`src/rtl/sram_arb_pkg.sv`:
```
// Shared types and constants for the two-port SRAM round-robin arbiter.
package sram_arb_pkg;

  // Arbiter ownership state: free, or locked to one port for a burst.
  typedef enum logic [1:0] {
    StIdle = 2'd0,
    StOwn0 = 2'd1,
    StOwn1 = 2'd2
  } arb_state_e;

  localparam logic PORT0 = 1'b0;
  localparam logic PORT1 = 1'b1;

  // Outstanding read: which port gets the data returned next cycle.
  typedef struct packed {
    logic valid;
    logic port;
  } rd_tag_t;

endpackage

```
`src/rtl/rr_arb2.sv`:
```
// Combinational two-input round-robin pick; rr_ptr breaks ties.
module rr_arb2
  import sram_arb_pkg::*;
(
  input  logic valid0,
  input  logic valid1,
  input  logic rr_ptr,
  output logic gnt_idx,
  output logic gnt_valid
);

  // Lone requester wins outright; on contention the preferred port wins.
  always_comb begin
    gnt_valid = valid0 | valid1;
    gnt_idx   = PORT0;
    if (valid0 && valid1) begin
      gnt_idx = rr_ptr;
    end else if (valid1) begin
      gnt_idx = PORT1;
    end
  end

endmodule

```
`src/rtl/sram_rr_arbiter.sv`:
```
// Two-master arbiter for a single-port SRAM: one beat per cycle, round-robin
// fairness, locked bursts with beat limit and idle timeout, per-port read strobe.
module sram_rr_arbiter
  import sram_arb_pkg::*;
#(
  parameter int unsigned ADDR_BITS = 10,
  parameter int unsigned DATA_BITS = 32,
  parameter int unsigned MAX_BURST = 8,
  parameter int unsigned IDLE_TMO  = 4
) (
  input  logic                 clk,
  input  logic                 rstn,
  // Port 0
  input  logic                 req_valid_0,
  output logic                 req_ready_0,
  input  logic                 req_write_0,
  input  logic                 req_last_0,
  input  logic [ADDR_BITS-1:0] req_addr_0,
  input  logic [DATA_BITS-1:0] req_wdata_0,
  output logic                 rsp_valid_0,
  // Port 1
  input  logic                 req_valid_1,
  output logic                 req_ready_1,
  input  logic                 req_write_1,
  input  logic                 req_last_1,
  input  logic [ADDR_BITS-1:0] req_addr_1,
  input  logic [DATA_BITS-1:0] req_wdata_1,
  output logic                 rsp_valid_1,
  // Shared read data
  output logic [DATA_BITS-1:0] rsp_rdata,
  // SRAM pins
  output logic                 mem_en,
  output logic                 mem_we,
  output logic [ADDR_BITS-1:0] mem_addr,
  output logic [DATA_BITS-1:0] mem_din,
  input  logic [DATA_BITS-1:0] mem_dout
);

  localparam int unsigned BeatBits = $clog2(MAX_BURST + 1);
  localparam int unsigned IdleBits = $clog2(IDLE_TMO + 1);
  // Counter values seen on the final allowed beat / final idle cycle.
  localparam logic [BeatBits-1:0] BeatLast   = BeatBits'(MAX_BURST - 1);
  localparam logic [IdleBits-1:0] IdleLast   = IdleBits'(IDLE_TMO - 1);
  localparam bit                  SingleBeat = (MAX_BURST == 1);

  arb_state_e            state;
  logic                  rr_ptr;
  logic [BeatBits-1:0]   beat_cnt;
  logic [IdleBits-1:0]   idle_cnt;
  rd_tag_t               rd_tag;

  logic                  arb_idx;
  logic                  arb_valid;
  logic                  gnt_port;
  logic                  gnt_ok;
  logic                  sel_valid;
  logic                  sel_write;
  logic                  sel_last;
  logic [ADDR_BITS-1:0]  sel_addr;
  logic [DATA_BITS-1:0]  sel_wdata;
  logic                  accepted;

  rr_arb2 u_rr_arb2 (
    .valid0    (req_valid_0),
    .valid1    (req_valid_1),
    .rr_ptr    (rr_ptr),
    .gnt_idx   (arb_idx),
    .gnt_valid (arb_valid)
  );

  // Decide which port may move a beat this cycle; reset blocks all grants.
  always_comb begin
    gnt_port = arb_idx;
    gnt_ok   = 1'b0;
    case (state)
      StIdle: begin
        gnt_port = arb_idx;
        gnt_ok   = arb_valid;
      end
      StOwn0: begin
        gnt_port = PORT0;
        gnt_ok   = 1'b1;
      end
      StOwn1: begin
        gnt_port = PORT1;
        gnt_ok   = 1'b1;
      end
      default: begin
        gnt_port = PORT0;
        gnt_ok   = 1'b0;
      end
    endcase
    if (!rstn) begin
      gnt_ok = 1'b0;
    end
  end

  // Mux the granted port's request fields.
  always_comb begin
    if (gnt_port == PORT1) begin
      sel_valid = req_valid_1;
      sel_write = req_write_1;
      sel_last  = req_last_1;
      sel_addr  = req_addr_1;
      sel_wdata = req_wdata_1;
    end else begin
      sel_valid = req_valid_0;
      sel_write = req_write_0;
      sel_last  = req_last_0;
      sel_addr  = req_addr_0;
      sel_wdata = req_wdata_0;
    end
  end

  // Handshake and SRAM drive, all in the cycle of acceptance.
  always_comb begin
    req_ready_0 = gnt_ok & (gnt_port == PORT0);
    req_ready_1 = gnt_ok & (gnt_port == PORT1);
    accepted    = gnt_ok & sel_valid;
    mem_en      = accepted;
    mem_we      = accepted & sel_write;
    mem_addr    = accepted ? sel_addr : '0;
    mem_din     = accepted ? sel_wdata : '0;
  end

  // Read return; gating with rstn drops a read that was in flight at reset.
  always_comb begin
    rsp_valid_0 = rstn & rd_tag.valid & (rd_tag.port == PORT0);
    rsp_valid_1 = rstn & rd_tag.valid & (rd_tag.port == PORT1);
    rsp_rdata   = mem_dout;
  end

  // Ownership FSM, fairness pointer, burst/idle counters and read tag.
  always_ff @(posedge clk) begin
    if (!rstn) begin
      state    <= StIdle;
      rr_ptr   <= PORT0;
      beat_cnt <= '0;
      idle_cnt <= '0;
      rd_tag   <= '0;
    end else begin
      rd_tag.valid <= accepted & ~sel_write;
      rd_tag.port  <= gnt_port;
      case (state)
        StIdle: begin
          if (accepted) begin
            if (sel_last || SingleBeat) begin
              rr_ptr <= ~gnt_port;
            end else begin
              state    <= (gnt_port == PORT0) ? StOwn0 : StOwn1;
              beat_cnt <= BeatBits'(1);
              idle_cnt <= '0;
            end
          end
        end
        StOwn0, StOwn1: begin
          if (accepted) begin
            beat_cnt <= beat_cnt + BeatBits'(1);
            idle_cnt <= '0;
            if (sel_last || (beat_cnt == BeatLast)) begin
              state    <= StIdle;
              rr_ptr   <= ~gnt_port;
              beat_cnt <= '0;
            end
          end else if (idle_cnt == IdleLast) begin
            // Owner went quiet too long: hand the SRAM back.
            state    <= StIdle;
            rr_ptr   <= ~gnt_port;
            beat_cnt <= '0;
            idle_cnt <= '0;
          end else begin
            idle_cnt <= idle_cnt + IdleBits'(1);
          end
        end
        default: state <= StIdle;
      endcase
    end
  end

endmodule

```
`config.mk`:
```
export PLATFORM = sky130hd
export DESIGN_NAME = sram_rr_arbiter
export DESIGN_NICKNAME = d
export VERILOG_FILES = /design/src/rtl/sram_arb_pkg.sv /design/src/rtl/rr_arb2.sv /design/src/rtl/sram_rr_arbiter.sv
export SDC_FILE = /design/constraint.sdc
export NUM_CORES = 1
export LEC_CHECK = 0
export CAP_MARGIN = 30
export CORE_MARGIN = 4
export CORE_UTILIZATION = 26
export CTS_CLUSTER_SIZE = 28
export DETAILED_ROUTE_END_ITERATION = 6
export HOLD_SLACK_MARGIN = 0.08
export PLACE_DENSITY = 0.81
export SLEW_MARGIN = 5
export SYNTH_ARGS = -nofsm -noshare
export SYNTH_HDL_FRONTEND = slang
export SYNTH_SLANG_ARGS = --single-unit
```
`constraint.sdc`:
```
create_clock -name clk -period 2.72 [get_ports clk]
set_input_delay 0.408 -clock clk [delete_from_list [all_inputs] [get_ports clk]]
set_output_delay 0.408 -clock clk [all_outputs]
set_load 0.02 [all_outputs]
```
# Word level (Yosys, flattened, before mapping)
# Index checks and enable logic that the tools add are counted.
op_classes:
  eq_ne: 9
  add_sub_neg: 2
  bitwise_logic: 12
  n_reduce_logical: 9
  muxes: 36
ops:
  columns: ["op", "n"]
  rows:
  - ["two-way mux 32 bit", 2]
  - ["two-way mux 10 bit", 2]
  - ["two-way mux 4 bit", 5]
  - ["two-way mux 2 bit", 6]
  - ["two-way mux 3 bit", 4]
  - ["two-way mux 1 bit", 11]
  - ["AND 1 bit", 8]
  - ["one-hot mux 4 bit (2 select lines)", 1]
  - ["AND reduction 4 bit", 2]
  - ["!= test 2 bit (second input constant)", 3]
  - ["one-hot mux 1 bit (2 select lines)", 3]
  - ["one-hot mux 3 bit (2 select lines)", 1]
  - ["AND reduction 5 bit", 1]
  - ["adder 4 x 1 -> 4 bit (second input constant)", 1]
  - ["equality test 4 x 3 -> 1 bit (second input constant)", 1]
  - ["one-hot mux 2 bit (2 select lines)", 1]
  - ["adder 3 x 1 -> 3 bit (second input constant)", 1]
  - ["equality test 3 x 2 -> 1 bit (second input constant)", 1]
  - ["!= test 3 x 1 -> 1 bit (second input constant)", 1]
  - ["!= test 3 x 2 -> 1 bit (second input constant)", 1]
  - ["NOT 1 bit", 3]
  - ["AND reduction 3 bit", 1]
  - ["equality test 2 x 1 -> 1 bit (second input constant)", 1]
  - ["equality test 2 bit (second input constant)", 1]
  - ["other kinds (6)", 6]
word_totals:
  wordCells: 74
  ff_bits: 12

# Longest topological paths before layout
logic_depth:
  word_depth: 8
  depth_mapped: 11
  ltp_nobuf: 9

# Hierarchy
# Synthesis repeated with hierarchy kept, for this count alone.
unflattened:
  cells_unflattened: 271
  hier_area_um2: 1670.4
modules_own_cells:
  columns: ["module", "area_each_um2", "seq_area_each_um2", "cells_each", "instances"]
  rows:
  - ["sram_rr_arbiter", 1652.8, 240.2, 268, 1]
  - ["rr_arb2", 17.5, 0.0, 3, 1]

# Least setup slack after synthesis
# No wires, ideal clock.
synth_path:
  path_type: "reg2out"
  from: "reg state[0]"
  to: "out mem_din[22]"
  n_path_buf: 3
  arrival_ns: 1.994
  path_slack_ns: 0.318
  path_stages_with_launch: 9
  required_time_ns: 2.312
  path_cell_list: "dfxtp_1 inv_1 ha_1 clkbuf_2 a41oi_1 clkbuf_1 buf_1 nand2_1 a21oi_1"
synth_via:
  elab_chain_len: 6
synth_lines:
  columns: ["item", "line_no", "source"]
  rows:
  - ["from (decl)", "sram_rr_arbiter.sv:46", "arb_state_e state;"]
  - ["from (signal assigned)", "sram_rr_arbiter.sv:136", "state <= StIdle;"]
  - ["from (signal assigned)", "sram_rr_arbiter.sv:150", "state <= (gnt_port == PORT0) ? StOwn0 : StOwn1;"]
  - ["from (signal assigned)", "sram_rr_arbiter.sv:161", "state <= StIdle;"]
  - ["equality test 2 x 1 -> 1 bit / equality test 2 bit (equally long branches)", "sram_rr_arbiter.sv:75", "case (state)"]
  - ["OR reduction 2 bit (no source line)", null, null]
  - ["one-hot mux 1 bit (2 select lines)", "sram_rr_arbiter.sv:75", null]
  - ["two-way mux 1 bit", "sram_rr_arbiter.sv:93", "if (!rstn) begin"]
  - ["AND 1 bit", "sram_rr_arbiter.sv:119", "accepted = gnt_ok & sel_valid;"]
  - ["two-way mux 32 bit (*)", "sram_rr_arbiter.sv:123", "mem_din = accepted ? sel_wdata : '0;"]
  - ["to (decl)", "sram_rr_arbiter.sv:35", "output logic [DATA_BITS-1:0] mem_din,"]
# Every way passes the cells marked *; elsewhere a longest branch is shown, timed or not.

# Worst setup path in the final report
layout_path:
  from: "in req_valid_1"
  to: "out req_ready_1"
layout_via:
  elab_chain_len: 4
layout_lines:
  columns: ["item", "line_no", "source"]
  rows:
  - ["from (decl)", "sram_rr_arbiter.sv:22", "input logic req_valid_1,"]
  - ["OR 1 bit, or another cell as far along", "rr_arb2.sv:14", "gnt_valid = valid0 | valid1;"]
  - ["one-hot mux 1 bit (2 select lines) / two-way mux 1 bit (equally long branches)", "sram_rr_arbiter.sv:75, rr_arb2.sv:16", null]
  - ["two-way mux 1 bit / one-hot mux 1 bit (2 select lines) (equally long branches)", "sram_rr_arbiter.sv:93, sram_rr_arbiter.sv:75", null]
  - ["AND 1 bit (*)", "sram_rr_arbiter.sv:118", "req_ready_1 = gnt_ok & (gnt_port == PORT1);"]
  - ["to (decl)", "sram_rr_arbiter.sv:23", "output logic req_ready_1,"]
# Marks and branches as above.

==> flow_summary.json <==
{
  "layout.nets": 504,
  "io_pins": 204,
  "final_hold_viol_count": 0,
  "ys_seq_area_share_pct": 14.9,
  "clk_path_buf_depth": 2,
  "async_flop_share_pct": 0,
  "postSynthAreaPerCell_sq_um": 6.17,
  "slew_viol_final": 0,
  "end_kind": "output port",
  "drt_wl_total_um": 6550,
  "hold_path.class": "flop to flop",
  "layout-drive-gt1-share_pct": 7.24,
  "vias": 2147,
  "cts.sinks": 12,
  "crit_type": "input port to output port",
  "grt_pass1_vias": 2194,
  "ant_nets": 0,
  "first_pass_iters": 4,
  "insertion_delay_ns": 0.24,
  "synth_flop_cell": "dfxtp_1",
  "p_leak_uw": 0.00146,
  "ys_ff_latch": 12,
  "setup_viol": 0,
  "cp.arrival_ns": 2.20,
  "clk_pin_slew_worst_paths_ns": 0.05,
  "initialDrtViolationCount": 73,
  "finalPower_uw": 2700,
  "status": "complete, no violations",
  "synth_area_sq_um": 1620,
  "irDropWorstVdd_v": 0.000680,
  "cts_max_level": 1,
  "post_cts_buffers": 0,
  "post-route-util_pct": 50.3,
  "die_y_um": 86.9,
  "period_needed_ns": 2.61,
  "cts_tree": "built",
  "overflow": 0,
  "worst_ep_required_time_ns": 2.31,
  "path_max_fanout": 28,
  "drc": 0,
  "wl_per_cell_um": 14.6,
  "fmaxAchievable_ghz": 0.384,
  "yosys_warnings": 0,
  "cellPowerDensity_nw_per_um2": 894,
  "core_sq_um": 5990,
  "synth_fp_nets": 392,
  "dp_hpwl_um": 5330,
  "grt_use_total_pct": 16.1,
  "cap_viol_max_count": 0,
  "grt_pass1_wl_um": 10000,
  "holdWs_ns": 0.431,
  "vias_per_cell": 4.79,
  "cts_buffers": 3,
  "cts-root-buf": "clkbuf_8",
  "gp_congestion": 0.770,
  "antenna_cells": 0,
  "grt_max_degree": 29,
  "slew_headroom_pct": 68.4,
  "netlist_instances": 262,
  "start_util_pct": 27.0,
  "finalSetupTns_ns": 0,
  "synth_edf_count": 0,
  "die_area_sq_um": 7540,
  "period_share_pct": 95.8,
  "startpoint_type": "input port",
  "area_growth_pct": 86.5,
  "worst_pin_slew_ns": 0.474,
  "io_buffers": 139,
  "rows": 28,
  "antenna_found_initial": 0,
  "fin_worst_skew_ns": 0.00544,
  "die_w_um": 86.9,
  "synth.distinct_cells": 43,
  "rsz0062_at_grt": "false"
}
power by group:
part / internal (uW) / switching (uW)
registers: 213 / 28.0
clock network: 128 / 70.8
logic: 965 / 1290
total: 1310 / 1390
area by class of cell:
cell class              count  area [sq um]
inverters                   6          22.5
repair buffers            156          1540
multi-input cells         195          1060
clock buffers               4          55.1
flip-flops and latches     12           240
well taps                  75          93.8
fillers                   582          2980
logic make-up after synthesis:
group,count (synthesis),share of synthesized area (%)
compound gates,62,23.1
fa+ha+maj,6,4.64
buf+inv,55,20.6
mux,7,4.41
flops,12,14.9
simple gates,120,32.4
synth_stat cells, types with 2 or more instances:
| master | number | area [sq um] |
|---|---|---|
| a211o_1 | 2 | 17.5 |
| a21boi_1 | 2 | 15.0 |
| a21oi_1 | 42 | 210 |
| a31oi_1 | 2 | 12.5 |
| and2_1 | 2 | 12.5 |
| and3_1 | 2 | 12.5 |
| buf_1 | 7 | 26.3 |
| buf_4 | 33 | 248 |
| clkbuf_1 | 7 | 26.3 |
| dfxtp_1 | 12 | 240 |
| ha_1 | 6 | 75.1 |
| inv_1 | 6 | 22.5 |
| mux2i_1 | 6 | 60.1 |
| nand2_1 | 94 | 353 |
| nand3_1 | 3 | 15.0 |
| nor2_1 | 5 | 18.8 |
| nor2b_1 | 3 | 18.8 |
| o21ai_0 | 2 | 10.0 |
| o311ai_0 | 2 | 17.5 |
stage by stage:
step / worst slack, ns / std cells / area (sq um)
4_1_cts: 0.0733 / 448 / 3010
5_1_grt: 0.0255 / 448 / 3020
3_5_place_dp: -0.107 / 444 / 3010
3_3_place_gp: -0.100 / 444 / 3010
2_1_floorplan: 0.318 / 262 / 1620
6_report: 0.115 / 448 / 3020
critical path, cell delays in order:
cell,delay (ns)
clkdlybuf4s50_1,0.56
buf_4,0.17
a41oi_4,0.13
buf_12,0.20
nor2_1,0.11
clkdlybuf4s50_1,0.63
per-layer routing:
layer / part of all wire (%) / up-vias / GRT usage (%)
met2: 53 / 101 / 30.6
met3: 9.8 / 6 / 3.97
met4: 0.98 / 0 / 3.82
li1: - / 1074 / -
met5: 0 / - / 0
met1: 37 / 966 / 17.7
cells in the final DEF (no fill, tap or decap), drive strengths merged, types with 2 or more instances in the layout:
master,count
buf,17
a31oi,3
clkbuf,4
and3,2
mux2i,6
ha,6
nand3,4
o21ai,3
nand2,94
a21oi,42
dfxtp,12
a21boi,2
nor2,5
o311ai,2
inv,6
and2,2
clkdlybuf4s50,94
dlygate4sd2,44
a211o,2
nor2b,3
final timing paths:
kind	startpoint	endpoint	slack, ns	cells past startpoint
setup / recovery	req_valid_1	req_ready_1	0.11	6
hold / removal	idle_cnt[2]$_SDFFE_PN0P_	idle_cnt[2]$_SDFFE_PN0P_	0.43	2
setup reg to reg	state[0]$_SDFFE_PN0P_	state[1]$_SDFFE_PN0P_	0.24	10
hold reg to reg	idle_cnt[2]$_SDFFE_PN0P_	idle_cnt[2]$_SDFFE_PN0P_	0.43	2
state kept, by name, indices dropped and copies added, names as in the netlist:
| signal | flops |
|---|---|
| beat_cnt | 4 |
| idle_cnt | 3 |
| rd_tag | 2 |
| rr_ptr | 1 |
| state | 2 |
what timing repair did:
action | 4_1_cts | 5_1_grt
endpoints found under the setup margin | 44 | 1
gates resized for setup | 44 | 1
hold buffers | 0 | 0
pin swaps | 0 | 0
(Power assumes the default switching activity.)
